### src/rtl/prefetch_unit_pkg.sv
// Shared constants for the instruction prefetch slice.
//   TX_CMD_BITS       : width of the TX link command header
//   TX_HEADER_READ_16 : header for a single 16-bit word read
//   DEFAULT_PC_BITS   : program counter / instruction word width
//   DEFAULT_NSHIFT    : bits moved per serial cycle
//   SERIAL_CYCLES     : serial cycles needed to move one full word
package prefetch_unit_pkg;

  localparam int TX_CMD_BITS = 4;
  localparam logic [TX_CMD_BITS-1:0] TX_HEADER_READ_16 = 4'h5;

  localparam int DEFAULT_PC_BITS = 16;
  localparam int DEFAULT_NSHIFT  = 2;
  localparam int SERIAL_CYCLES   = DEFAULT_PC_BITS / DEFAULT_NSHIFT;

endpackage

### src/rtl/prefetch_queue.sv
// Circular instruction word buffer.
//   clk, reset : clock, synchronous active-high reset
//   flush      : empty the queue (pointers back to slot 0)
//   push       : write push_data at the tail
//   pop        : retire the head word
//   shift_head : shift the head word right by NSHIFT in place, zero fill
//   head_word  : current head word (valid when count != 0)
//   count      : number of words held, 0..DEPTH
// DEPTH must be a power of two >= 2 so the pointers wrap naturally.
module prefetch_queue #(
  parameter int WORD_BITS = 16,
  parameter int DEPTH     = 2,
  parameter int NSHIFT    = 2
) (
  input  logic                     clk,
  input  logic                     reset,
  input  logic                     flush,
  input  logic                     push,
  input  logic [WORD_BITS-1:0]     push_data,
  input  logic                     pop,
  input  logic                     shift_head,
  output logic [WORD_BITS-1:0]     head_word,
  output logic [$clog2(DEPTH):0]   count
);

  localparam int PTR_BITS = $clog2(DEPTH);

  logic [WORD_BITS-1:0] mem [DEPTH];
  logic [PTR_BITS-1:0]  head;
  logic [PTR_BITS-1:0]  tail;

  // NOTE: the storage array has no reset; count==0 already marks every slot
  // as invalid, and leaving it unreset lets it map onto plain registers/RAM.
  always_ff @(posedge clk) begin
    if (push) mem[tail] <= push_data;
    // The caller only shifts a valid head, so this never targets the slot
    // being pushed in the same cycle.
    if (shift_head) mem[head] <= mem[head] >> NSHIFT;
  end

  // NOTE: sequential state uses non-blocking assignments only, so every
  // register samples pre-edge values regardless of statement order.
  always_ff @(posedge clk) begin
    if (reset || flush) begin
      head  <= '0;
      tail  <= '0;
      count <= '0;
    end else begin
      if (push) tail <= tail + PTR_BITS'(1);
      if (pop)  head <= head + PTR_BITS'(1);
      case ({push, pop})
        2'b10:   count <= count + 1'b1;
        2'b01:   count <= count - 1'b1;
        default: count <= count;
      endcase
    end
  end

  assign head_word = mem[head];

endmodule

### src/rtl/prefetch_unit.sv
// Instruction prefetch unit: owns the program counter, issues word reads on
// the TX link, collects serial replies into a small queue and feeds the
// decoder (whole head word) and scheduler (imm16, NSHIFT bits per cycle).
//   clk, reset            : clock, synchronous active-high reset
//   block_prefetch        : hold off new fetch reads
//   write_pc_now          : during ext_pc_next, load PC bits from pc_serial_in
//   ext_pc_next           : rotate PC right by NSHIFT (serial read/write)
//   comp_counter          : scheduler serial cycle index 0..7
//   prefetch_idle         : nothing requested, sending or outstanding
//   pc_serial_out         : PC low bits for the serial port
//   pc_serial_in          : new PC bits from the ALU
//   tx_command_valid/...  : fetch request handshake, serial address, LSB first
//   rx_fetch_valid/done   : reply strobes, rx_pins carries data LSB first
//   inst_word/inst_valid  : queue head for the decoder, inst_consume pops it
//   load_imm16 ...        : imm16 delivery by in-place shifting of the head
// The PC always addresses the queue head word, so the next fetch address is
// PC + 2*count.
module prefetch_unit
  import prefetch_unit_pkg::*;
#(
  parameter int NSHIFT      = DEFAULT_NSHIFT,
  parameter int PC_BITS     = DEFAULT_PC_BITS,
  parameter int QUEUE_WORDS = 2
) (
  input  logic                   clk,
  input  logic                   reset,
  input  logic                   block_prefetch,
  input  logic                   write_pc_now,
  input  logic                   ext_pc_next,
  input  logic [2:0]             comp_counter,
  output logic                   prefetch_idle,
  output logic [NSHIFT-1:0]      pc_serial_out,
  input  logic [NSHIFT-1:0]      pc_serial_in,
  output logic                   tx_command_valid,
  output logic [TX_CMD_BITS-1:0] tx_command,
  input  logic                   tx_command_started,
  output logic [NSHIFT-1:0]      tx_data,
  input  logic                   tx_data_next,
  input  logic                   rx_fetch_valid,
  input  logic                   rx_fetch_done,
  input  logic [NSHIFT-1:0]      rx_pins,
  output logic [PC_BITS-1:0]     inst_word,
  output logic                   inst_valid,
  input  logic                   inst_consume,
  input  logic                   load_imm16,
  output logic                   imm16_loaded,
  output logic [NSHIFT-1:0]      imm_data_out,
  input  logic                   next_imm_data
);

  localparam int SHIFT_CYCLES = PC_BITS / NSHIFT;
  localparam int CNT_BITS     = $clog2(SHIFT_CYCLES);
  localparam int QCNT_BITS    = $clog2(QUEUE_WORDS) + 1;
  localparam logic [CNT_BITS-1:0]  LAST_SHIFT = CNT_BITS'(SHIFT_CYCLES - 1);
  localparam logic [QCNT_BITS-1:0] QUEUE_FULL = QCNT_BITS'(QUEUE_WORDS);

  logic [PC_BITS-1:0]        pc;
  logic [PC_BITS-1:0]        addr_sr;
  logic [PC_BITS-1:0]        fetch_addr;
  logic [PC_BITS-1:0]        head_word;
  logic [PC_BITS-1:0]        rx_word;
  // Only the upper bits of the reply shifter are ever kept; the lowest
  // group would be shifted out on the next reply cycle anyway.
  logic [PC_BITS-NSHIFT-1:0] fill_sr;
  logic                      outstanding;
  logic                      sending;
  logic [CNT_BITS-1:0]       tx_cnt;
  logic [CNT_BITS-1:0]       imm_shift_cnt;
  logic [QCNT_BITS-1:0]      q_count;
  logic [NSHIFT-1:0]         pc_in_bits;
  logic                      issue;
  logic                      start;
  logic                      rx_take;
  logic                      rx_push;
  logic                      shift_head;
  logic                      imm_last;
  logic                      pop;
  logic                      flush;

  // Never start a read while the PC is being rotated: the address would be
  // computed from a half-rotated PC.
  assign issue = !block_prefetch && !outstanding && !sending &&
                 (q_count < QUEUE_FULL) && !ext_pc_next;
  assign start      = issue && tx_command_started;
  assign fetch_addr = pc + (PC_BITS'(q_count) << 1);

  // Replies after a reset have outstanding==0 and are dropped here.
  assign rx_take  = outstanding && rx_fetch_valid;
  assign rx_push  = outstanding && rx_fetch_done;
  assign rx_word  = {rx_pins, fill_sr};

  assign shift_head = next_imm_data && inst_valid;
  assign imm_last   = (imm_shift_cnt == LAST_SHIFT);
  assign pop        = (inst_consume && inst_valid) || (shift_head && imm_last);

  // A full serial PC write ends at serial cycle 7: the queued words belong
  // to the old PC, and the scheduler itself issues the first read at the
  // new PC, so we wait for that reply.
  assign flush      = ext_pc_next && write_pc_now && (comp_counter == 3'd7);
  assign pc_in_bits = write_pc_now ? pc_serial_in : pc[NSHIFT-1:0];

  always_ff @(posedge clk) begin
    if (reset) begin
      pc            <= '0;
      addr_sr       <= '0;
      fill_sr       <= '0;
      outstanding   <= 1'b0;
      sending       <= 1'b0;
      tx_cnt        <= '0;
      imm_shift_cnt <= '0;
    end else begin
      if (ext_pc_next) pc <= {pc_in_bits, pc[PC_BITS-1:NSHIFT]};
      else if (pop)    pc <= pc + PC_BITS'(2);

      if (start) begin
        addr_sr     <= fetch_addr;
        sending     <= 1'b1;
        outstanding <= 1'b1;
        tx_cnt      <= '0;
      end else if (sending && tx_data_next) begin
        addr_sr <= addr_sr >> NSHIFT;
        tx_cnt  <= tx_cnt + 1'b1;
        if (tx_cnt == LAST_SHIFT) sending <= 1'b0;
      end

      if (rx_take) fill_sr <= rx_word[PC_BITS-1:NSHIFT];
      if (rx_push) outstanding <= 1'b0;

      if (shift_head) imm_shift_cnt <= imm_last ? '0 : imm_shift_cnt + 1'b1;

      if (flush) begin
        outstanding   <= 1'b1;
        sending       <= 1'b0;
        imm_shift_cnt <= '0;
      end
    end
  end

  prefetch_queue #(
    .WORD_BITS (PC_BITS),
    .DEPTH     (QUEUE_WORDS),
    .NSHIFT    (NSHIFT)
  ) u_queue (
    .clk        (clk),
    .reset      (reset),
    .flush      (flush),
    .push       (rx_push),
    .push_data  (rx_word),
    .pop        (pop),
    .shift_head (shift_head),
    .head_word  (head_word),
    .count      (q_count)
  );

  assign tx_command_valid = issue;
  assign tx_command       = TX_HEADER_READ_16;
  assign tx_data          = addr_sr[NSHIFT-1:0];
  assign prefetch_idle    = !issue && !sending && !outstanding;
  assign pc_serial_out    = pc[NSHIFT-1:0];
  assign inst_word        = head_word;
  assign inst_valid       = (q_count != '0);
  assign imm16_loaded     = load_imm16 && inst_valid;
  assign imm_data_out     = head_word[NSHIFT-1:0];

endmodule

### config.mk
export PLATFORM = sky130hd
export DESIGN_NAME = prefetch_unit
export DESIGN_NICKNAME = d
export VERILOG_FILES = /design/src/rtl/prefetch_unit_pkg.sv /design/src/rtl/prefetch_queue.sv /design/src/rtl/prefetch_unit.sv
export SDC_FILE = /design/constraint.sdc
export NUM_CORES = 1
export LEC_CHECK = 0
export ABC_AREA = 1
export CAP_MARGIN = 20
export CORE_ASPECT_RATIO = 2
export CORE_MARGIN = 3
export CORE_UTILIZATION = 40
export CTS_BUF_LIST = sky130_fd_sc_hd__clkbuf_16
export DETAILED_ROUTE_END_ITERATION = 8
export GPL_TIMING_DRIVEN = 1
export PLACE_DENSITY = 0.58
export SLEW_MARGIN = 40
export SYNTH_ARGS = -nofsm -noshare
export SYNTH_HDL_FRONTEND = slang
export SYNTH_SLANG_ARGS = --single-unit
export TNS_END_PERCENT = 100
### constraint.sdc
create_clock -name clk -period 5.4 [get_ports clk]
set_input_delay 1.08 -clock clk [delete_from_list [all_inputs] [get_ports clk]]
set_output_delay 1.08 -clock clk [all_outputs]
set_load 0.02 [all_outputs]
==> impl_results.md <==
* Nets at 703
* Core area at 11900 um2
* Vias in the first global route at about 4400
* Clk buf depth at 2
* Type of the most critical hold path: flop to flop
* Avg Synthesized Cell Area at 7.61 um2
* Hold path cells at 2
* Clock transition at path regs at 0.06 ns
* Critical path type: input pin to primary output
* Drt first-iter violations at 143
* Final setup skew at 0.00843 ns
* Top-area cell type share of the netlist area at between 20% and 30%
* I/O Pins at 49
* Peak VDD IR at about 0.15 mV
* EDFF count, synth at 28
* CP max FO at 20
* Crit path max-delay cell type: clkdlybuf4s50_1
* Synth area leaders: dfxtp_1 (25%), edfxtp_1 (17%), nand2_1 (12%), nand3_1 (6.0%), o21ai_0 (5.1%)
* Cell Pwr Density at 296 nW/um2
* GR Overflow Total at 0
* CP required at roughly 4.3 ns
* WL/cell at 16.0 um
* Hold_buf cts at 0
* Ant diodes at 0
* Achievable Freq at 0.251 GHz
* CP arrival at 2.91 ns
* GRT Overall Usage at 20.1%
* Endpoints failing setup at 0
* Status: finished, final reports clean
* Die Footprint at between 10000 and 15000 um2
* Post-synthesis sequential area ratio at 42.5%
* Total power at 1.68 mW
* CTS tree: built
* Yosys top cell by area: dfxtp_1
* Layout area overhead at 14.8%
* Netlist cell types at 35
* IO Port Bufs at 44
* DIE WIDTH at 84.7 um
* Std cell rows at 56
* Synth Flop Type: dfxtp_1
* Initial antenna violation count at 0
* Final core utilization at 47.7%
* # resized after CTS at 0
* Critical-path cell list: clkdlybuf4s50_1, inv_2, nand3_2, nand2_1, inv_1, clkdlybuf4s50_1
* Mapped cell area at 4950 um2
* TritonCTS Buffers at 9
* # clock sinks at 91
* Drt pass-1 iters at 5
* RSZ-0062 raised after global routing: no
* Drt drc at 0
* Crit-path most repeated cell: clkdlybuf4s50_1
* Yosys warnings at 0
* Clk_lat worst skew at 0.34 ns
* Slew HR at 54.5%
* Final Hold Vio Count at 0
* Ys async rst share at 0%
* First-pass GRT wire length at 21900 um
* Die height at 163 um
* Via density per instance at roughly 5.2
* H-tree depth at 3
* Final setup TNS at 0 ns
* Post-DP HPWL at roughly 11000 um
* Static Leak at 2.31 nW
* Initial cell density of the core at between 40% and 50%
* Fill cell count at 1221
* #FFs+latches synth at 91
* Final Cycle Share at 73.9%
* Most common cell in the netlist: nand2_1
* Crit-path max cell delay at roughly 0.69 ns
* DRT Wirelength at ~13000 um
* Min Tclk post-route at 3.99 ns
* Max-slew violations at 0
* Final ANT Viol Nets at 0
* Number of max-cap violations at 0
* Cells after Synth at 651
* Type of origin of the critical path: input pin
* Post-CTS setup buffer count at 0
* DR vias at about 4300
* Worst-margin pin slew at 0.682 ns
* Crit end category: primary output
* Largest net degree at the start of global routing at 30
* Placer Congestion at 0.914
* Fraction of layout cells with a size suffix above 1 at 10.1%
* Most instantiated cells after synthesis: nand2_1 (164), dfxtp_1 (63), nand3_1 (59)
* R2r worst-path depth at 4
* Clock root cell: clkbuf_16
==> registers in the layout, indices dropped and copies added (netlist names), named ones only <==
name,count
addr_sr,16
fill_sr,14
imm_shift_cnt,3
outstanding,1
pc,16
sending,1
tx_cnt,3
u_queue.count,2
u_queue.head,1
u_queue.mem,32
u_queue.tail,1
==> metrics by stage <==
step	area, um2	hold slack (ns)	cells	worst slack, ns
2_1_floorplan	4960	0.441	653	2.79
3_3_place_gp	5360	0.452	809	1.44
3_5_place_dp	5360	0.458	809	1.39
4_1_cts	5680	0.468	825	1.39
5_1_grt	5680	0.490	825	1.30
6_report	5680	0.466	825	1.41
==> final cells by class <==
class / instances / area [um2] / area share, %
multi-input combinational: 462 / 2370 / 41.8
sequential: 91 / 2100 / 37.0
timing repair buffer: 46 / 455 / 8.01
inverter: 65 / 244 / 4.29
clock buffer: 9 / 225 / 3.96
tap: 145 / 181 / 3.19
clock inverter: 7 / 100 / 1.76
==> per-layer routing <==
| metal | track usage (%) | wire [um] | part of all wire (%) | up-vias |
|---|---|---|---|---|
| met4 | 12.7 | 860 | 6.5 | 0 |
| met5 | 0 | 0 | 0 | - |
| met1 | 17.8 | 4340 | 33 | 1975 |
| met2 | 40.4 | 7710 | 58 | 85 |
| li1 | - | - | - | 2169 |
| met3 | 3.03 | 281 | 2.1 | 42 |
==> critical path: cells and delay by family <==
family        cells  cell delay [ns]
buf+inv           4             1.57
simple gates      2             0.25
==> where the power goes <==
group / switching, mW / internal [mW] / total (mW)
Clock: 0.274 / 0.410 / 0.684
Combinational: 0.144 / 0.0875 / 0.231
Sequential: 0.0309 / 0.736 / 0.767
==> worst paths after layout <==
| check | end | slack [ns] | startpoint |
|---|---|---|---|
| hold / removal | addr_sr[12]$_SDFFE_PP0P_ | 0.47 | addr_sr[12]$_SDFFE_PP0P_ |
| setup reg to reg | u_queue.mem[1][12]$_DFFE_PP_ | 3.21 | outstanding$_SDFFE_PP0P_ |
| hold reg to reg | addr_sr[12]$_SDFFE_PP0P_ | 0.47 | addr_sr[12]$_SDFFE_PP0P_ |
| setup / recovery | prefetch_idle | 1.41 | ext_pc_next |
==> logic make-up after synthesis <==
group	after synthesis	synth area share [%]
AND/OR/NAND/NOR	312	28.9
AO/OA/AOI/OAI	127	14.6
buffers and inverters	100	9.73
flip-flops	91	42.5
XOR/XNOR	10	1.77
adder cells (fa/ha/maj)	9	2.43
other	2	0.152
==> cells in the final DEF (no fill, tap or decap) <==
| cell type | n |
|---|---|
| inv_8 | 1 |
| a22oi_1 | 3 |
| nand2_2 | 5 |
| o21ai_1 | 11 |
| a31oi_1 | 2 |
| clkdlybuf4s50_1 | 44 |
| inv_2 | 7 |
| nand2_4 | 7 |
| nor3_1 | 1 |
| xor2_1 | 10 |
| nor2_2 | 6 |
| clkbuf_16 | 9 |
| o21a_1 | 1 |
| inv_6 | 1 |
| nand3_2 | 2 |
| a21oi_1 | 40 |
| ha_1 | 8 |
| inv_1 | 59 |
| clkinvlp_4 | 1 |
| a21oi_2 | 3 |
| dfxtp_1 | 63 |
| conb_1 | 4 |
| fa_1 | 1 |
| nand2_1 | 164 |
| clkinv_4 | 1 |
| nor2_8 | 1 |
| nand4_1 | 8 |
| bufinv_16 | 2 |
| nor2_1 | 51 |
| nor2_4 | 7 |
| o21ai_0 | 50 |
| o22ai_1 | 3 |
| buf_4 | 2 |
| o21bai_2 | 2 |
| o21ai_2 | 12 |
| edfxtp_1 | 28 |
| nand3b_1 | 1 |
| nand3_1 | 59 |
No activity file was read; power rests on OpenSTA's default activity.
